File: config.mk
export PLATFORM = sky130hd
export DESIGN_NAME = decode_prefix_sequencer
export DESIGN_NICKNAME = d
export VERILOG_FILES = /design/src/rtl/decode_prefix_sequencer_pkg.sv /design/src/rtl/decode_prefix_sequencer.sv
export SDC_FILE = /design/constraint.sdc
export NUM_CORES = 1
export LEC_CHECK = 0
export BUFFER_PORTS_ARGS = -buffer_cell sky130_fd_sc_hd__clkbuf_2
export CORE_MARGIN = 2
export CORE_UTILIZATION = 44
export DETAILED_ROUTE_END_ITERATION = 16
export HOLD_SLACK_MARGIN = 0.1
export PLACE_DENSITY = 0.8
export SLEW_MARGIN = 10
export SYNTH_ARGS = -nofsm -noshare
export SYNTH_HDL_FRONTEND = slang
export SYNTH_SLANG_ARGS = --single-unit
File: constraint.sdc
create_clock -name clk -period 1.6 [get_ports clk]
set_input_delay 0.16 -clock clk [delete_from_list [all_inputs] [get_ports clk]]
set_output_delay 0.16 -clock clk [all_outputs]
set_load 0.05 [all_outputs]
File: src/rtl/decode_prefix_sequencer_pkg.sv
// ============================================================================
// decode_prefix_sequencer_pkg : shared encodings for the decode prefix sequencer
// Revision 1.0 : initial release
// ============================================================================
`default_nettype none

package decode_prefix_sequencer_pkg;

  // Sequencer state encodings, also used by decode-stage observers.
  typedef enum logic [1:0] {
    DEC_SEQ_PREFIX = 2'd0,
    DEC_SEQ_ISSUE  = 2'd1,
    DEC_SEQ_FAULT  = 2'd2
  } dec_seq_state_e;

  localparam int INSTR_MAX_LEN = 15;

  // Prefixes plus body must fit the architectural limit; summed at 5 bits so
  // the largest 4-bit operands cannot wrap.
  function automatic logic len_exceeds(input logic [3:0] prefix_count,
                                       input logic [3:0] instr_len,
                                       input logic [4:0] limit);
    logic [4:0] sum;
    sum = {1'b0, prefix_count} + {1'b0, instr_len};
    return sum > limit;
  endfunction

endpackage

`default_nettype wire

File: src/rtl/decode_prefix_sequencer.sv
// ============================================================================
// decode_prefix_sequencer : consumes prefix bytes one per cycle, issues the
// instruction body to micro and raises #GP on the 15-byte length limit.
// Revision 1.0 : initial release
// ============================================================================
`default_nettype none

module decode_prefix_sequencer
  import decode_prefix_sequencer_pkg::*;
#(
  parameter int MAX_LEN = INSTR_MAX_LEN
) (
  input  logic       clk,
  input  logic       rst_n,
  input  logic       dec_reset,
  input  logic [3:0] fetch_valid,
  input  logic       is_prefix,
  input  logic [3:0] prefix_count,
  input  logic [3:0] instr_len,
  input  logic       instr_len_valid,
  input  logic       micro_ready,
  output logic       instr_prefix,
  output logic       instr_finished,
  output logic       fetch_accept_do,
  output logic [3:0] fetch_accept_length,
  output logic       dec_ready,
  output logic [3:0] dec_length,
  output logic       dec_fault_gp
);

  localparam logic [4:0] LIMIT       = 5'(MAX_LEN);
  localparam logic [3:0] LAST_PREFIX = 4'(MAX_LEN - 1);

  dec_seq_state_e state_q;
  dec_seq_state_e state_d;
  logic [3:0]     length_d;
  logic           prefix_c;
  logic           finished_c;
  logic           accept_c;
  logic [3:0]     accept_len_c;

  always_comb begin
    state_d      = state_q;
    length_d     = dec_length;
    prefix_c     = 1'b0;
    finished_c   = 1'b0;
    accept_c     = 1'b0;
    accept_len_c = 4'd0;

    unique case (state_q)
      DEC_SEQ_PREFIX: begin
        if (fetch_valid != 4'd0) begin
          if (is_prefix) begin
            // One more prefix would push past the limit: fault without consuming.
            if (prefix_count == LAST_PREFIX) begin
              state_d = DEC_SEQ_FAULT;
            end else begin
              prefix_c     = 1'b1;
              accept_c     = 1'b1;
              accept_len_c = 4'd1;
            end
          end else if (instr_len_valid && (instr_len != 4'd0)) begin
            if (len_exceeds(prefix_count, instr_len, LIMIT)) begin
              state_d = DEC_SEQ_FAULT;
            end else if (fetch_valid >= instr_len) begin
              state_d  = DEC_SEQ_ISSUE;
              length_d = instr_len;
            end
          end
        end
      end
      DEC_SEQ_ISSUE: begin
        if (micro_ready) begin
          accept_c     = 1'b1;
          accept_len_c = dec_length;
          finished_c   = 1'b1;
          state_d      = DEC_SEQ_PREFIX;
        end
      end
      DEC_SEQ_FAULT: begin
        state_d = DEC_SEQ_FAULT;
      end
      default: begin
        state_d = DEC_SEQ_PREFIX;
      end
    endcase

    // Flush overrides everything and drops any in-flight instruction.
    if (dec_reset) begin
      state_d      = DEC_SEQ_PREFIX;
      length_d     = dec_length;
      prefix_c     = 1'b0;
      accept_c     = 1'b0;
      accept_len_c = 4'd0;
      finished_c   = 1'b1;
    end
  end

  always_ff @(posedge clk or negedge rst_n) begin
    if (!rst_n) begin
      state_q      <= DEC_SEQ_PREFIX;
      dec_ready    <= 1'b0;
      dec_length   <= 4'd0;
      dec_fault_gp <= 1'b0;
    end else begin
      state_q      <= state_d;
      dec_ready    <= (state_d == DEC_SEQ_ISSUE);
      dec_length   <= length_d;
      dec_fault_gp <= (state_d == DEC_SEQ_FAULT);
    end
  end

  // Strobes are combinational, so hold them quiet while reset is asserted.
  assign instr_prefix        = rst_n & prefix_c;
  assign instr_finished      = rst_n & finished_c;
  assign fetch_accept_do     = rst_n & accept_c;
  assign fetch_accept_length = rst_n ? accept_len_c : 4'd0;

endmodule

`default_nettype wire

==> flow_summary.json <==
{
  "grt.total_usage_pct": 23.6,
  "hp-class": "input port to register",
  "area_delta_synth_final_pct": 74.7,
  "drc": 0,
  "grt_first_pass_wirelength_mm": 2.95,
  "chipWidth_microns": 41.9,
  "cts_buffer_depth": 2,
  "synth.lib_cells_used.distinct": 28,
  "synth.avg_cell_area_sq_um": 10.4,
  "holdWs_ns": 0.157,
  "io_buffers": 30,
  "violations_in_the_final_reports": "setup timing",
  "finalWorstSetupSlack_ns": -0.0739,
  "first_global_vias": 669,
  "core_region_area_sq_um": 1320,
  "crit_arrival_ns": 1.51,
  "cp_data_required_time_ns": 1.44,
  "initial_core_util_pct": 48.1,
  "postRouteWirelength_mm": 1.92,
  "area_share_of_the_leading_cell_type_in_the_synthesized_netlist_pct": 31.6,
  "synth_compound_area_share_pct": 19.0,
  "finalMaxSlewViolations": 0,
  "post-dp-hpwl_mm": 1.49,
  "placedInstanceArea_sq_um": 940,
  "timing.critical_path.to_type": "output pin",
  "yosys_warnings": 0,
  "timing.setup.tns_ns": -0.163,
  "synth.net_count": 87,
  "std_cell_rows": 13,
  "fin_crit_ns": 1.67,
  "main_combinational_cell_family_by_area_after_synthesis": "simple AND/OR/NAND/NOR gates",
  "iteration_0_drc_markers": 20,
  "final_layout_size_suffix_gt1_share_pct": 59.1,
  "status": "finished with violations",
  "clkLatencyLatePin_ns": 0.26,
  "ys_ff_latch": 8,
  "fin_crit_sh_pct": 105,
  "synth_fa_ha_area_share_pct": 17.0,
  "synthTopCellsByArea": "sky130_fd_sc_hd__dfrtp_1 32%, sky130_fd_sc_hd__ha_1 14%, sky130_fd_sc_hd__mux2_1 7.1%",
  "drt_pre_antenna_iters": 4,
  "cts_inserted_buffers": 3,
  "tightest_slew_ns": 0.432,
  "clock_root_buffer": "sky130_fd_sc_hd__clkbuf_4",
  "route.detailed.wl_per_inst_microns": 15.4,
  "finalHoldViolations": 0,
  "post_synthesis_cell_area_sq_um": 633,
  "critical_path_peak_fanout": 4,
  "vertical_die_dimension_microns": 41.9,
  "yosys.area_share.xor_xnor_pct": 0,
  "power.leakage_nw": 0.575,
  "final_design_area_no_fill_sq_um": 1110,
  "cts_tree": "built",
  "vias_per_cell": 5.41,
  "peak_vdd_ir_mv": 0.483,
  "relative_slew_margins_pct": 71.0,
  "grt_antenna_before_repair": 0,
  "netlist.top_cell.by_area": "sky130_fd_sc_hd__dfrtp_1",
  "ys_seq_area_share_pct": 31.6,
  "maximum_number_of_pins_on_one_net_before_global_route_repair": 10,
  "antenna-diode-count": 0,
  "die_area_sq_um": 1760,
  "maxClockFrequency_mhz": 597,
  "globalRouteOverflowTotal": 0,
  "worstSetupPathType": "register to output pin",
  "setup.worst_path.start_class": "register",
  "design.portCount": 31,
  "finalNetCount": 138,
  "r2r_slack_ns": 0.07,
  "place_ws_ns": -0.289,
  "grt_setup_unrepaired": "true",
  "clkSinkCount": 8,
  "clock-skew-final_ns": 0.00285,
  "htree_levels": 1,
  "place.gp.congestion": 0.875,
  "max-cap-violations": 0,
  "synthSimpleGateAreaFrac_pct": 20.6,
  "yosys-mux-area-fraction_pct": 7.11,
  "power.density_cell_area_nw_per_um2": 811,
  "synth_cells": 61,
  "final_report_setup_violation_count": 3,
  "vias": 676,
  "cts.clk_slew.worst_paths_ns": 0.05,
  "route.antenna.remaining_nets": 0
}
[registers in the layout, summed over array words and instances, names as in the netlist]
name / flops
dec_fault_gp: 1
dec_length: 4
dec_ready: 1
state_q: 2
[path summary, 6_finish.rpt]
kind,end,from,cells after the start
min reg2reg,dec_length[3]$_DFFE_PN0P_,dec_length[3]$_DFFE_PN0P_,1
max reg2reg,dec_length[2]$_DFFE_PN0P_,state_q[0]$_DFF_PN0_,4
min,state_q[0]$_DFF_PN0_,dec_reset,2
max,fetch_accept_do,state_q[1]$_DFF_PN0_,4
min in group asynchronous,dec_length[2]$_DFFE_PN0P_,rst_n,3
max in group asynchronous,state_q[1]$_DFF_PN0_,rst_n,3
[stage by stage]
stage	std cells	util [%]	power (mW)
6_report	125	84.0	0.897
5_1_grt	125	84.0	0.944
4_1_cts	124	80.8	0.886
3_5_place_dp	118	71.3	0.703
3_3_place_gp	118	71.3	0.686
2_1_floorplan	61	-	0.567
[report_power, final]
part | total (mW) | leakage [nW] | internal [mW] | switching (mW)
clock network | 0.158 | 0.0138 | 0.0860 | 0.0716
registers | 0.282 | 0.104 | 0.246 | 0.0365
logic | 0.457 | 0.457 | 0.181 | 0.276
total | 0.897 | 0.575 | 0.513 | 0.384
[layout make-up]
class                   instances  area (sq um)
clock buffers                   3          22.5
fillers                        81           211
inverters                       8          30.0
multi-input cells              45           474
flip-flops and latches          8           200
well taps                      15          18.8
repair buffers                 46           360
[worst max-delay path: stages, from the launching register on]
cell and delay (ns):
sky130_fd_sc_hd__dfrtp_1 0.41, sky130_fd_sc_hd__or3_4 0.39, sky130_fd_sc_hd__nor3_4 0.15, sky130_fd_sc_hd__or2_4 0.16, sky130_fd_sc_hd__clkbuf_16 0.15
[layout by cell type, fill, tap and decap left out, types with 2 or more instances in the layout]
cell type,n
sky130_fd_sc_hd__clkbuf_2,21
sky130_fd_sc_hd__buf_4,15
sky130_fd_sc_hd__inv_1,8
sky130_fd_sc_hd__dfrtp_1,8
sky130_fd_sc_hd__ha_1,6
sky130_fd_sc_hd__mux2_4,4
sky130_fd_sc_hd__clkbuf_4,4
sky130_fd_sc_hd__buf_6,4
sky130_fd_sc_hd__a21oi_1,3
sky130_fd_sc_hd__and2_1,3
sky130_fd_sc_hd__nor3_1,2
sky130_fd_sc_hd__nand2_1,2
sky130_fd_sc_hd__a32o_1,2
sky130_fd_sc_hd__buf_8,2
sky130_fd_sc_hd__clkbuf_16,2
[cells by family (layout without fill, tap and decap cells)]
family,after synthesis,after routing
mux,4,4
compound gates,13,13
simple gates,20,20
fa+ha+maj,8,8
flops,8,8
buf+inv,8,57
[cells in the mapped netlist, drive strengths merged]
cell     n
a21boi   1
nand4b   1
a211oi   1
fa       1
nor2     2
nand4    2
or3      1
or2      1
nand3b   1
nand2    2
a21oi    3
a2111oi  1
o21ai    1
nand2b   1
and2     3
nor3     3
inv      8
ha       7
a2111o   1
or3b     1
o31ai    1
a32o     2
a21o     2
mux2     4
dfrtp    8
nor4     2
[metal layers]
metal	vias to the layer above	global-route usage (%)	wire, microns
met2	34	38.4	1010
met5	-	0	0
li1	329	-	-
met4	0	20.0	106
met3	10	6.52	93
met1	303	24.7	717
[repair_timing]
action | in CTS | in global routing
pin swaps | 8 | 2
endpoints found under the setup margin | 10 | 11
hold buffers | 1 | 0
hold endpoints to repair | 8 | 0
buffers inserted | 2 | 1
gates resized for setup | 15 | 14
gates cloned | 0 | 0
No activity file was read; power rests on OpenSTA's default activity.
